### src/rtl/clk_en_pkg.sv
// Shared types and helpers for the clock-enable divider bank.
package clk_en_pkg;

  typedef enum logic [1:0] {
    S_RST,
    S_SETTLE,
    S_LOCKED
  } fsm_t;

  localparam int CNT_W_DEF = 16;
  localparam int N_CH_DEF  = 4;

  typedef logic [CNT_W_DEF-1:0] div_t;

  // Width of a channel select, never narrower than one bit.
  function automatic int ch_width(input int n);
    return (n > 1) ? $clog2(n) : 1;
  endfunction

  localparam int CH_W = ch_width(N_CH_DEF);

endpackage

### src/rtl/clk_en_channel.sv
// One divider channel: period counter, pending/active ratio registers,
// wrap-aligned commit, registered strobe and square-wave outputs.
// Optional interval watchdog enabled by CLK_EN_RATIO_CHECK_EN.
module clk_en_channel
  import clk_en_pkg::*;
#(
  parameter int CNT_W   = 16,
  parameter int DIV_RST = 10
) (
  input  logic             clk_i,
  input  logic             rst_ni,
  input  logic             wr_en_i,
  input  logic [CNT_W-1:0] wr_div_i,
  output logic             ce_o,
  output logic             div_clk_o,
  output logic [CNT_W-1:0] active_div_o,
  output logic             pending_o,
  output logic             err_o
);

  logic [CNT_W-1:0] cnt_q, cnt_d;
  logic [CNT_W-1:0] active_q, active_d;
  logic [CNT_W-1:0] pend_q, pend_d;
  logic             pend_vld_q, pend_vld_d;
  logic             ce_q, ce_d;
  logic             dclk_q, dclk_d;
  logic             wrap;
  logic             commit;
  logic [CNT_W:0]   half;

  // Counter, commit and output next-state; outputs lag the counter by one register stage.
  always_comb begin
    wrap       = (active_q != '0) && (cnt_q == active_q - 1'b1);
    commit     = pend_vld_q && (wrap || (active_q == '0));
    half       = ({1'b0, active_q} + 1'b1) >> 1;
    cnt_d      = (wrap || (active_q == '0)) ? '0 : cnt_q + 1'b1;
    active_d   = commit ? pend_q : active_q;
    pend_d     = wr_en_i ? wr_div_i : pend_q;
    pend_vld_d = wr_en_i ? 1'b1 : (commit ? 1'b0 : pend_vld_q);
    ce_d       = wrap;
    dclk_d     = (active_q != '0) && ({1'b0, cnt_q} < half);
  end

  // Channel state registers with synchronous active-low reset.
  always_ff @(posedge clk_i) begin
    if (!rst_ni) begin
      cnt_q      <= '0;
      active_q   <= CNT_W'(DIV_RST);
      pend_q     <= CNT_W'(DIV_RST);
      pend_vld_q <= 1'b0;
      ce_q       <= 1'b0;
      dclk_q     <= 1'b0;
    end else begin
      cnt_q      <= cnt_d;
      active_q   <= active_d;
      pend_q     <= pend_d;
      pend_vld_q <= pend_vld_d;
      ce_q       <= ce_d;
      dclk_q     <= dclk_d;
    end
  end

  assign ce_o         = ce_q;
  assign div_clk_o    = dclk_q;
  assign active_div_o = active_q;
  assign pending_o    = pend_vld_q;

`ifdef CLK_EN_RATIO_CHECK_EN
  logic [CNT_W-1:0] wd_q, wd_d;
  logic             armed_q, armed_d;
  logic             err_q, err_d;

  // Watchdog: measure strobe-to-strobe spacing; a commit disarms so the first new period is skipped.
  always_comb begin
    wd_d    = wd_q;
    armed_d = armed_q;
    err_d   = err_q;
    if (ce_d && armed_q && (({1'b0, wd_q} + 1'b1) != {1'b0, active_q})) begin
      err_d = 1'b1;
    end
    if (commit) begin
      wd_d    = '0;
      armed_d = 1'b0;
    end else if (ce_d) begin
      wd_d    = '0;
      armed_d = 1'b1;
    end else if (wd_q != '1) begin
      wd_d = wd_q + 1'b1;
    end
  end

  // Watchdog registers; the error flag is sticky until reset.
  always_ff @(posedge clk_i) begin
    if (!rst_ni) begin
      wd_q    <= '0;
      armed_q <= 1'b0;
      err_q   <= 1'b0;
    end else begin
      wd_q    <= wd_d;
      armed_q <= armed_d;
      err_q   <= err_d;
    end
  end

  assign err_o = err_q;
`else
  assign err_o = 1'b0;
`endif

endmodule

### src/rtl/clk_en_divider_bank.sv
// Bank of N_CH programmable clock-enable dividers on clk100 with a
// settle/lock sequencer and a status LED driven by one channel.
// Optional ratio checker per channel enabled by CLK_EN_RATIO_CHECK_EN.
module clk_en_divider_bank
  import clk_en_pkg::*;
#(
  parameter int N_CH        = N_CH_DEF,
  parameter int CNT_W       = CNT_W_DEF,
  parameter int DIV_RST     = 10,
  parameter int LOCK_CYCLES = 64,
  parameter int LED_CH      = 0,
  parameter int LED_TOGGLE  = 5_000_000
) (
  input  logic                      clk100,
  input  logic                      rst,
  input  logic                      cfg_valid,
  output logic                      cfg_ready,
  input  logic [ch_width(N_CH)-1:0] cfg_ch,
  input  logic [CNT_W-1:0]          cfg_div,
  output logic [N_CH-1:0]           ce_out,
  output logic [N_CH-1:0]           div_clk,
  output logic                      locked,
  output logic                      led,
  output logic [N_CH-1:0]           err
);

  localparam int CFG_CH_W = ch_width(N_CH);
  localparam int LOCK_W   = $clog2(LOCK_CYCLES + 1);
  localparam int LED_W    = (LED_TOGGLE > 1) ? $clog2(LED_TOGGLE) : 1;

  fsm_t              state_q, state_d;
  logic [LOCK_W-1:0] lock_cnt_q, lock_cnt_d;
  logic              locked_q, locked_d;
  logic [LED_W-1:0]  led_cnt_q, led_cnt_d;
  logic              led_q, led_d;

  logic              cfg_acc;
  logic [N_CH-1:0]   wr_en;
  logic [N_CH-1:0]   pending;
  logic              any_change;
  logic [CNT_W-1:0]  active_div [N_CH];

  assign cfg_ready = (state_q != S_RST);
  assign cfg_acc   = cfg_valid && cfg_ready;

  // Decode the write to its channel; out-of-range selects match nothing and are dropped.
  always_comb begin
    wr_en      = '0;
    any_change = 1'b0;
    for (int i = 0; i < N_CH; i++) begin
      if (cfg_acc && (cfg_ch == CFG_CH_W'(i))) begin
        wr_en[i] = 1'b1;
        if (cfg_div != active_div[i]) begin
          any_change = 1'b1;
        end
      end
    end
  end

  for (genvar i = 0; i < N_CH; i++) begin : gen_ch
    clk_en_channel #(
      .CNT_W   (CNT_W),
      .DIV_RST (DIV_RST)
    ) u_ch (
      .clk_i        (clk100),
      .rst_ni       (rst),
      .wr_en_i      (wr_en[i]),
      .wr_div_i     (cfg_div),
      .ce_o         (ce_out[i]),
      .div_clk_o    (div_clk[i]),
      .active_div_o (active_div[i]),
      .pending_o    (pending[i]),
      .err_o        (err[i])
    );
  end

  // Lock sequencer: settle counter runs only while no ratio change is waiting to commit.
  always_comb begin
    state_d    = state_q;
    lock_cnt_d = lock_cnt_q;
    unique case (state_q)
      S_RST: begin
        state_d    = S_SETTLE;
        lock_cnt_d = '0;
      end
      S_SETTLE: begin
        if ((|wr_en) || (|pending)) begin
          lock_cnt_d = '0;
        end else if (lock_cnt_q == LOCK_W'(LOCK_CYCLES - 1)) begin
          state_d    = S_LOCKED;
          lock_cnt_d = '0;
        end else begin
          lock_cnt_d = lock_cnt_q + 1'b1;
        end
      end
      S_LOCKED: begin
        lock_cnt_d = '0;
        if (any_change) begin
          state_d = S_SETTLE;
        end
      end
      default: begin
        state_d    = S_RST;
        lock_cnt_d = '0;
      end
    endcase
    locked_d = (state_d == S_LOCKED);
  end

  // Sequencer registers with synchronous active-low reset.
  always_ff @(posedge clk100) begin
    if (!rst) begin
      state_q    <= S_RST;
      lock_cnt_q <= '0;
      locked_q   <= 1'b0;
    end else begin
      state_q    <= state_d;
      lock_cnt_q <= lock_cnt_d;
      locked_q   <= locked_d;
    end
  end

  // LED prescaler counts strobes of the LED channel and holds while that channel is stopped.
  always_comb begin
    led_cnt_d = led_cnt_q;
    led_d     = led_q;
    if (ce_out[LED_CH] && (active_div[LED_CH] != '0)) begin
      if (led_cnt_q == LED_W'(LED_TOGGLE - 1)) begin
        led_cnt_d = '0;
        led_d     = ~led_q;
      end else begin
        led_cnt_d = led_cnt_q + 1'b1;
      end
    end
  end

  // LED registers with synchronous active-low reset.
  always_ff @(posedge clk100) begin
    if (!rst) begin
      led_cnt_q <= '0;
      led_q     <= 1'b0;
    end else begin
      led_cnt_q <= led_cnt_d;
      led_q     <= led_d;
    end
  end

  assign locked = locked_q;
  assign led    = led_q;

endmodule

### config.mk
export PLATFORM = sky130hd
export DESIGN_NAME = clk_en_divider_bank
export DESIGN_NICKNAME = d
export VERILOG_FILES = /design/src/rtl/clk_en_pkg.sv /design/src/rtl/clk_en_channel.sv /design/src/rtl/clk_en_divider_bank.sv
export SDC_FILE = /design/constraint.sdc
export NUM_CORES = 1
export LEC_CHECK = 0
export BUFFER_PORTS_ARGS = -buffer_cell sky130_fd_sc_hd__buf_2
export CORE_ASPECT_RATIO = 0.7
export CORE_MARGIN = 2
export CORE_UTILIZATION = 55
export CTS_BUF_LIST = sky130_fd_sc_hd__clkbuf_4 sky130_fd_sc_hd__clkbuf_8
export CTS_CLUSTER_DIAMETER = 100
export CTS_CLUSTER_SIZE = 40
export DETAILED_ROUTE_END_ITERATION = 6
export PLACE_DENSITY_LB_ADDON = 0.25
export SLEW_MARGIN = 0
export SYNTH_ARGS = -nofsm -noshare
export SYNTH_HDL_FRONTEND = slang
export SYNTH_SLANG_ARGS = --single-unit
### constraint.sdc
create_clock -name clk100 -period 9.45 [get_ports clk100]
set_input_delay 1.4175 -clock clk100 [delete_from_list [all_inputs] [get_ports clk100]]
set_output_delay 1.4175 -clock clk100 [all_outputs]
set_load 0.02 [all_outputs]
==> results.tsv, run 1 <==
metric	value	unit
area delta synth->final	1.77	%
post-CTS setup buffer count	0	
Antenna Cells	0	
CTS clock-pin slew for the worst setup and hold paths	0.23	ns
Cell Area, Synth	15200	sq um
flop2flop setup slack	5.51	ns
Max Transition Viols Final	0	
Setup CP Type	reg -> reg	
CTS root buffer	clkbuf_8	
CP startpoint kind	flop	
vias per std cell	6.01	
largest net degree at the start of global routing	59	
Slew @ Worst Pin	1.03	ns
Synth Area in Compound Gates	14.5	%
Hold Path Sink	lock_cnt_q[6]$_SDFF_PP0_	
FFs w/ async S/R, synth	0	%
WHS Path Cells	2	
cell taking the most area after synthesis	dfxtp_1	
initial antenna violation count	0	
clk sinks	238	
RSZ-0062 raised after global routing	false	
most frequent cells in the layout	nand2_1, dfxtp_1, nor2_1	
WL/cell	17.6	um
worst-case clock buffer depth	3	
Crit. End Element	flop	
hold_sp	lock_cnt_q[6]$_SDFF_PP0_	
FILL cells	2422	
Syn Area/Cell	7.94	sq um
H-tree depth	1	
r2r startpoint	gen_ch[1].u_ch.active_div_o[0]$_SDFFE_PN0P_	
fmax	0.254	GHz
DIE WIDTH	203	um
CTS Buf Count	11	
leakage	5.74	nW
core area	27000	sq um
WL final	38300	um
Site Rows	50	
Post-synth EDFFs	0	
Max Cap Viol	0	
DRC violations left	0	
most common cell after layout, fill and taps aside	nand2_1	
simple-gate share of the synthesized area	25.4	%
Period minus WS final	3.94	ns
vias in the first global route	11626	
main combinational cell family by area after synthesis	simple AND/OR/NAND/NOR gates	
top cell type's share of synthesized area	31.3	%
xor-xnor portion of the synthesized cell area	16.4	%
initial core utilization	56.5	%
worst hold path type	reg -> reg	
adder-cell share of the synthesized area	6.33	%
Max-slew headroom	30.9	%
status	complete, no violations	
skew final	0.0377	ns
first-pass GRT wire length	62300	um
GR Util All Layers	26.1	%
TritonRoute pass-1 iters	5	
DRT antenna net count	0	
reg-to-reg endpoint	gen_ch[1].u_ch.active_div_o[15]$_SDFFE_PN0P_	
clock insertion delay at the later pin of the skew report	0.57	ns
Cell variety after synth	84	
crit path DAT	4.39	ns
share of cells above drive strength 1	4.84	%
nets@finish	1911	
gr ovfl total	0	
mux contribution to synthesized area	0.665	%
Max rail drop VDD	0.138	mV
DP HPWL	27400	um
TritonCTS clock tree	yes	
top cells by area, synth	dfxtp_1, xor2_1, xnor2_1	
Crit Path Max Fanout	13	
die extent in y	143	um
setup_tns	0	ns
cts repair resizes	0	
cell count after synthesis	1918	
Power Dens Cells	111	nW/um^2
Starting DRT DRC Count	1198	
register area share after synthesis	31.3	%
# IOs	36	
post-synthesis register bit count	238	
die area	29100	sq um
gpl congestion	0.889	
fraction of the cycle the final worst path needs	41.7	%
synth warn	0	
Hold-fix buffers, CTS	0	
Overall Power	1.72	mW
Port Buffers	31	
via count	13116	
Synth Flop Type	dfxtp_1	
setup violators final	0	
FF-to-FF path depth	9	
count of final hold-check violations	0	
required time of the critical path	9.89	ns
[cells in the mapped netlist, types with 20 or more instances]
library cell  instances
clkbuf_1            120
ha_1                 77
nand2_1             257
inv_1                34
xnor2_1             116
nor3_1               33
a21oi_1             104
dfxtp_1             238
o21ai_0              32
a32oi_1              20
nand4_1              36
nor4_1               36
xor2_1              169
o211ai_1             37
nand3_1             102
nor2_1              170
and3_1               52
[registers in the layout, indices dropped and copies added, names as in the netlist]
register,cells
led,1
lock_cnt_q,7
locked,1
gen_ch.u_ch.ce_o,4
gen_ch.u_ch.pend_q,64
gen_ch.u_ch.div_clk_o,4
gen_ch.u_ch.active_div_o,64
led_cnt_q,23
gen_ch.u_ch.cnt_q,64
gen_ch.u_ch.pending_o,4
state_q,2
[routing by layer]
layer / GRT usage [%] / up-vias / share of wire, %
met4: 3.57 / 0 / 1.1
met1: 40.7 / 6209 / 50
met5: 0 / - / 0
met3: 3.79 / 24 / 7.5
met2: 38.3 / 446 / 42
li1: - / 6437 / -
[cells by family (layout without fill, tap and decap cells)]
group	after synthesis	count (layout)
xor gates and xnor gates	285	285
AOI/OAI and AO/OA	318	318
buffers and inverters	197	93
muxes	10	10
adders and majority gates	77	77
and+or+nand+nor	792	792
other	1	4
DFF	238	238
[worst max-delay path, stage by stage, from the launching register on]
cell      delay, ns
dfxtp_1        0.52
inv_1          0.15
ha_1           0.28
nor3b_1        0.79
nand4_1        0.21
xnor2_1        0.20
nand4_1        0.15
or4_1          0.65
nor2_1         0.67
o211ai_1       0.19
[worst max-delay path by stage]
stage / from / end / slack [ns]
2_1_floorplan: gen_ch[1].u_ch.active_div_o[0]$_SDFFE_PN0P_ / gen_ch[1].u_ch.cnt_q[10]$_SDFF_PP0_ / 6.25
3_3_place_gp: rst / gen_ch[1].u_ch.cnt_q[15]$_SDFF_PP0_ / 5.83
3_5_place_dp: gen_ch[1].u_ch.active_div_o[0]$_SDFFE_PN0P_ / gen_ch[1].u_ch.active_div_o[15]$_SDFFE_PN0P_ / 5.68
4_1_cts: gen_ch[1].u_ch.active_div_o[0]$_SDFFE_PN0P_ / gen_ch[1].u_ch.active_div_o[15]$_SDFFE_PN0P_ / 5.61
5_1_grt: gen_ch[1].u_ch.active_div_o[0]$_SDFFE_PN0P_ / gen_ch[1].u_ch.active_div_o[13]$_SDFFE_PN0P_ / 5.30
6_report: gen_ch[1].u_ch.active_div_o[0]$_SDFFE_PN0P_ / gen_ch[1].u_ch.active_div_o[15]$_SDFFE_PN0P_ / 5.51
[per-stage QoR]
| step | util [%] | hold slack (ns) | area [sq um] | setup slack, ns | std cells |
|---|---|---|---|---|---|
| floorplan | - | 0.410 | 15200 | 6.25 | 1921 |
| global placement | 56.6 | 0.416 | 15200 | 5.83 | 2164 |
| detailed placement | 56.6 | 0.427 | 15200 | 5.68 | 2164 |
| CTS | 57.5 | 0.451 | 15500 | 5.61 | 2181 |
| global route | 57.5 | 0.477 | 15500 | 5.30 | 2181 |
| finish | 57.5 | 0.449 | 15500 | 5.51 | 2181 |
[where the power goes]
part,internal [mW],leakage (nW),switching [mW]
Sequential,1.02,1.93,0.0297
Combinational,0.0633,3.69,0.118
Clock,0.133,0.122,0.356
Total,1.22,5.74,0.504
[area by class of cell]
cell class	instances	area, sq um	share of cell area (%)
tap	364	455	2.94
multi-input combinational	1486	9660	62.4
clock buffer	11	151	0.977
sequential	238	4760	30.7
timing repair buffer	41	233	1.50
clock inverter	6	98.8	0.638
inverter	35	131	0.848
Power figures use the tool's default switching activity.
==> run 2, diff against run 1 <==
- clock period: 9.45 -> 3.3 ns (I/O delays scaled with it)
==> run 2 against run 1 <==
Worst hold slack got worse by 0.17 ns. Total power increased to 3.0 times the previous value. Clock skew increased by 0.023 ns. Critical path depth decreased by 1. Critical path type unchanged. Die area unchanged. Flip-flop and latch count unchanged.
==> results.tsv, run 2 (synthesis gave the netlist of run 1 again) <==
metric	value	unit	change
Slew @ Worst Pin	0.694	ns	-0.333 ns
Port Buffers	31		unchanged
Setup CP Type	reg -> reg		
Post-Layout Inst Area	16000	sq um	+3.0%
Bufs and invs on worst path	1		unchanged
CTS clock-pin slew for the worst setup and hold paths	0.23	ns	about the same
area delta synth->final	4.77	%	
CTS Buf Count	11		unchanged
Worst Setup Slack, final	0.181	ns	-5.33 ns
die extent in y	143	um	unchanged
DIE WIDTH	203	um	unchanged
initial antenna violation count	0		unchanged
initial core utilization	56.5	%	unchanged
Site Rows	50		unchanged
Antenna Cells	0		unchanged
Layout Utilization	59.2	%	+1.7 points
clock insertion delay at the later pin of the skew report	0.58	ns	about the same
RSZ-0062 raised after global routing	false		
Max rail drop VDD	0.351	mV	+150%
leakage	6.02	nW	+4.9%
Crit path max-delay family	simple AND/OR/NAND/NOR gates		
CTS root buffer	clkbuf_8		
DP HPWL	28200	um	+3.1%
post-CTS setup buffer count	0		unchanged
skew final	0.0606	ns	+0.0228 ns
DRT antenna net count	0		unchanged
setup violators final	0		unchanged
# IOs	36		unchanged
Starting DRT DRC Count	1141		-4.8%
Power Dens Cells	320	nW/um^2	+190%
CP startpoint kind	flop		
first-pass GRT wire length	63600	um	+2.1%
Period minus WS final	3.12	ns	-0.825 ns
dpl ws	0.0962	ns	-5.58 ns
setup_tns	0	ns	unchanged
largest net degree at the start of global routing	48		-19%
Worst path slowest cell	or4_4		
WHS Path Cells	3		+1
TritonCTS clock tree	yes		
Crit path largest cell delay	0.62	ns	-0.17 ns
CP cell instances	buf_4 > or4_1 > or4_1 > a21oi_1 > o22ai_1 > or4_4 > nand3_4 > o22ai_1		
core area	27000	sq um	unchanged
Crit. End Element	flop		
CP Depth	8		-1
crit path DAT	3.55	ns	-0.84 ns
fraction of the cycle the final worst path needs	94.5	%	+53 points
most common cell after layout, fill and taps aside	nand2_1		
gpl congestion	0.913		+2.7%
Max Cap Viol	0		unchanged
H-tree depth	1		unchanged
Min Hold Slack	0.274	ns	-0.174 ns
worst-case clock buffer depth	3		unchanged
Crit Path Max Fanout	18		+5
WL final	38900	um	+1.7%
GR Util All Layers	26.5	%	+0.45 points
DRC violations left	0		unchanged
vias in the first global route	12169		+4.7%
TritonRoute pass-1 iters	6		+1
via count	13347		+1.8%
Max-slew headroom	53.7	%	+23 points
FILL cells	2429		+0.29%
share of cells above drive strength 1	7.71	%	+2.9 points
worst hold path type	in -> reg		
vias per std cell	5.98		-0.56%
die area	29100	sq um	unchanged
dpl cell area	15600	sq um	+2.5%
WL/cell	17.4	um	-0.67%
status	complete, no violations		
count of final hold-check violations	0		unchanged
FF-to-FF path depth	8		-1
fmax	0.321	GHz	+26%
nets@finish	1962		+2.7%
Hold-fix buffers, CTS	0		unchanged
most frequent cells in the layout	nand2_1, dfxtp_1, nor2_1		
Max Transition Viols Final	0		unchanged
clk sinks	238		unchanged
gr ovfl total	0		unchanged
required time of the critical path	3.73	ns	-6.16 ns
-- run 2: timing repair --
| action | 4_1_cts | 5_1_grt |
|---|---|---|
| endpoints found under the setup margin | 0 | 40 |
| hold endpoints to repair | 0 | 0 |
| gates resized for setup | 0 | 7 |
-- run 2: layout make-up --
class / count / area [sq um] / share of cell area [%]
Sequential cell: 238 / 4760 / 29.9
Multi-Input combinational cell: 1486 / 9700 / 60.8
Timing Repair Buffer: 92 / 616 / 3.86
Clock buffer: 11 / 151 / 0.949
Inverter: 35 / 131 / 0.823
Tap cell: 364 / 455 / 2.85
Clock inverter: 6 / 143 / 0.894
-- run 2: report_power, final --
part	switching (mW)	leakage, nW	internal [mW]	total (mW)
Combinational	0.354	3.95	0.198	0.552
Clock	1.02	0.143	0.532	1.55
Sequential	0.0701	1.93	2.93	3.00
-- run 2: path summary, 6_finish.rpt --
check,from,end,slack [ns]
setup / recovery,gen_ch[2].u_ch.active_div_o[0]$_SDFFE_PN0P_,gen_ch[2].u_ch.pending_o$_SDFFE_PN0P_,0.18
setup reg to reg,gen_ch[2].u_ch.active_div_o[0]$_SDFFE_PN0P_,gen_ch[2].u_ch.pending_o$_SDFFE_PN0P_,0.18
hold / removal,cfg_div[2],gen_ch[1].u_ch.pend_q[2]$_SDFFE_PN0P_,0.27
hold reg to reg,lock_cnt_q[6]$_SDFF_PP0_,lock_cnt_q[6]$_SDFF_PP0_,0.46
-- run 2: worst reg2reg max path: stages (launching register included) --
cell and delay [ns]:
dfxtp_1 0.38, buf_4 0.17, or4_1 0.60, or4_1 0.52, a21oi_1 0.17, o22ai_1 0.18, or4_4 0.62, nand3_4 0.26
o22ai_1 0.11
-- run 2: metal layers --
metal / GRT usage (%) / wire length [um] / vias to the layer above
met3: 2.83 / 3120 / 36
met4: 4.23 / 463 / 0
met5: 0 / 0 / -
met1: 40.4 / 19000 / 6337
li1: - / - / 6541
met2: 40.7 / 16400 / 433
-- run 2: stage by stage --
| step | cells | power [mW] |
|---|---|---|
| final | 2232 | 5.11 |
| after global routing | 2232 | 5.29 |
| after CTS | 2232 | 5.13 |
| after detailed placement | 2215 | 3.60 |
| after global placement | 2215 | 3.58 |
| after floorplan | 1921 | 3.45 |
==> run 3, diff against run 2 <==
- CAP_MARGIN: not set -> 15
- MAX_ROUTING_LAYER: not set -> met4
==> run 3 against run 2 <==
Count of clock-buffer cells in the layout did not move. Largest cell class unchanged. Total power decreased by 1.8%. Global-route usage up 0.91 points. Highest routed layer unchanged. Flip-flop and latch count unchanged. Wire length up 0.37%. Utilization fell by 0.11 points. Sequential power about the same.
==> results.tsv, run 3 (synthesis gave the netlist of run 1 again) <==
metric	value	unit	change
status	complete, no violations		
vias per std cell	5.96		-0.33%
# IOs	36		unchanged
setup violators final	0		unchanged
Placed Cells	2218		+0.14%
CP startpoint kind	flop		
Port Buffers	31		unchanged
fmax	0.318	GHz	-0.68%
CP cell instances	inv_1 > ha_1 > xor2_1 > nand2_1 > nor2b_1 > a311o_1 > or4b_1 > o31ai_4 > mux2i_1		
WHS Path Cells	3		unchanged
nets@finish	1965		+0.15%
Period minus WS final	3.14	ns	+0.0215 ns
Non-Filler Instances	2235		+0.13%
DIE WIDTH	203	um	unchanged
hold_sp	cfg_div[4]		
leakage	6.02	nW	about the same
Max Cap Viol	0		unchanged
Crit path largest cell delay	0.59	ns	-0.03 ns
FF-to-FF path depth	9		+1
DRC violations left	0		unchanged
crit path DAT	3.66	ns	+0.11 ns
fraction of the cycle the final worst path needs	95.2	%	+0.65 points
die extent in y	143	um	unchanged
DRT antenna net count	0		unchanged
Setup CP Type	reg -> reg		
required time of the critical path	3.82	ns	+0.09 ns
flop2flop setup slack	0.16	ns	-0.02 ns
r2r startpoint	gen_ch[0].u_ch.active_div_o[1]$_SDFFE_PN1P_		
gr ovfl total	0		unchanged
Crit. End Element	flop		
initial antenna violation count	0		unchanged
Hold-fix buffers, CTS	0		unchanged
largest net degree at the start of global routing	48		unchanged
die area	29100	sq um	unchanged
share of cells above drive strength 1	7.86	%	+0.15 points
most common cell after layout, fill and taps aside	nand2_1		
count of final hold-check violations	0		unchanged
via count	13321		-0.19%
clock insertion delay at the later pin of the skew report	0.57	ns	about the same
WL/cell	17.5	um	+0.23%
initial core utilization	56.5	%	unchanged
worst hold path type	in -> reg		
TritonCTS clock tree	yes		
cts repair resizes	0		unchanged
skew final	0.0300	ns	-0.0305 ns
Overall Power	5.01	mW	-1.8%
CTS root buffer	clkbuf_8		
worst-case clock buffer depth	3		unchanged
gpl congestion	0.901		-1.3%
Starting DRT DRC Count	1110		-2.7%
core area	27000	sq um	unchanged
DP HPWL	28400	um	+0.53%
WL final	39100	um	+0.37%
first-pass GRT wire length	63600	um	unchanged
H-tree depth	1		unchanged
Crit Path Max Fanout	7		-11
Max-slew headroom	36.7	%	-17 points
TritonRoute pass-1 iters	5		-1
clk sinks	238		unchanged
GR Util All Layers	27.4	%	+0.91 points
Max Transition Viols Final	0		unchanged
most frequent cells in the layout	nand2_1, dfxtp_1, nor2_1		
CTS Buf Count	11		unchanged
post-CTS setup buffer count	0		unchanged
Power Dens Cells	315	nW/um^2	-1.7%
area delta synth->final	4.58	%	
Site Rows	50		unchanged
Worst path slowest cell	or4b_1		
Max rail drop VDD	0.522	mV	+48%
Antenna Cells	0		unchanged
Slew @ Worst Pin	0.942	ns	+0.247 ns
Hold Path Sink	gen_ch[1].u_ch.pend_q[4]$_SDFFE_PN0P_		
reg-to-reg endpoint	gen_ch[0].u_ch.active_div_o[3]$_SDFFE_PN1P_		
CTS clock-pin slew for the worst setup and hold paths	0.23	ns	about the same
vias in the first global route	12156		-0.11%
[run 3: where the power goes]
| part | switching, mW | internal [mW] |
|---|---|---|
| combinational | 0.366 | 0.205 |
| clock | 1.06 | 0.389 |
| sequential | 0.0637 | 2.93 |
| total | 1.49 | 3.53 |
[run 3: worst max-delay path, delay by kind of cell (launching register included)]
kind	cells	cell delay (ns)
adders and majority gates	1	0.22
muxes	1	0.26
DFF	1	0.52
and+or+nand+nor	3	0.86
buffers and inverters	1	0.10
AOI/OAI and AO/OA	2	0.85
xor gates and xnor gates	1	0.29
[run 3: per-layer routing]
layer  up-vias  share of wire (%)  track usage (%)
met1      6277                 50             41.2
met5         -                  0                -
li1       6556                  -                -
met2       447                 41             39.3
met3        41                7.3             3.29
met4         0                1.5             5.30
[run 3: worst max path at each step]
stage | start | to | slack [ns] | depth (start not counted)
4_1_cts | gen_ch[2].u_ch.active_div_o[1]$_SDFFE_PN1P_ | gen_ch[2].u_ch.pending_o$_SDFFE_PN0P_ | 0.07 | 9
3_3_place_gp | gen_ch[2].u_ch.active_div_o[1]$_SDFFE_PN1P_ | gen_ch[2].u_ch.pending_o$_SDFFE_PN0P_ | 0.18 | 9
5_1_grt | gen_ch[3].u_ch.active_div_o[1]$_SDFFE_PN1P_ | gen_ch[3].u_ch.active_div_o[0]$_SDFFE_PN0P_ | -0.003 | 9
6_report | gen_ch[0].u_ch.active_div_o[1]$_SDFFE_PN1P_ | gen_ch[0].u_ch.active_div_o[3]$_SDFFE_PN1P_ | 0.16 | 9
3_5_place_dp | gen_ch[2].u_ch.active_div_o[1]$_SDFFE_PN1P_ | gen_ch[2].u_ch.pending_o$_SDFFE_PN0P_ | 0.11 | 9
2_1_floorplan | gen_ch[1].u_ch.active_div_o[0]$_SDFFE_PN0P_ | gen_ch[1].u_ch.cnt_q[10]$_SDFF_PP0_ | 0.10 | 12
[run 3: stage by stage]
| step | TNS (ns) | setup slack [ns] | util, % | hold WS, ns | area [sq um] |
|---|---|---|---|---|---|
| CTS | 0 | 0.0690 | 59.0 | 0.269 | 15900 |
| detailed placement | 0 | 0.114 | 58.1 | 0.423 | 15700 |
| global route | -0.00595 | -0.00307 | 59.1 | 0.249 | 15900 |
| floorplan | 0 | 0.103 | - | 0.410 | 15200 |
| global placement | 0 | 0.176 | 58.1 | 0.418 | 15700 |
| finish | 0 | 0.159 | 59.1 | 0.292 | 15900 |
[run 3: cell type report]
type / instances / area, sq um
flip-flops and latches: 238 / 4770
multi-input cells: 1486 / 9690
clock inverters: 6 / 93.8
fillers: 2422 / 11000
well taps: 364 / 455
clock buffers: 11 / 151
repair buffers: 95 / 638
inverters: 35 / 131
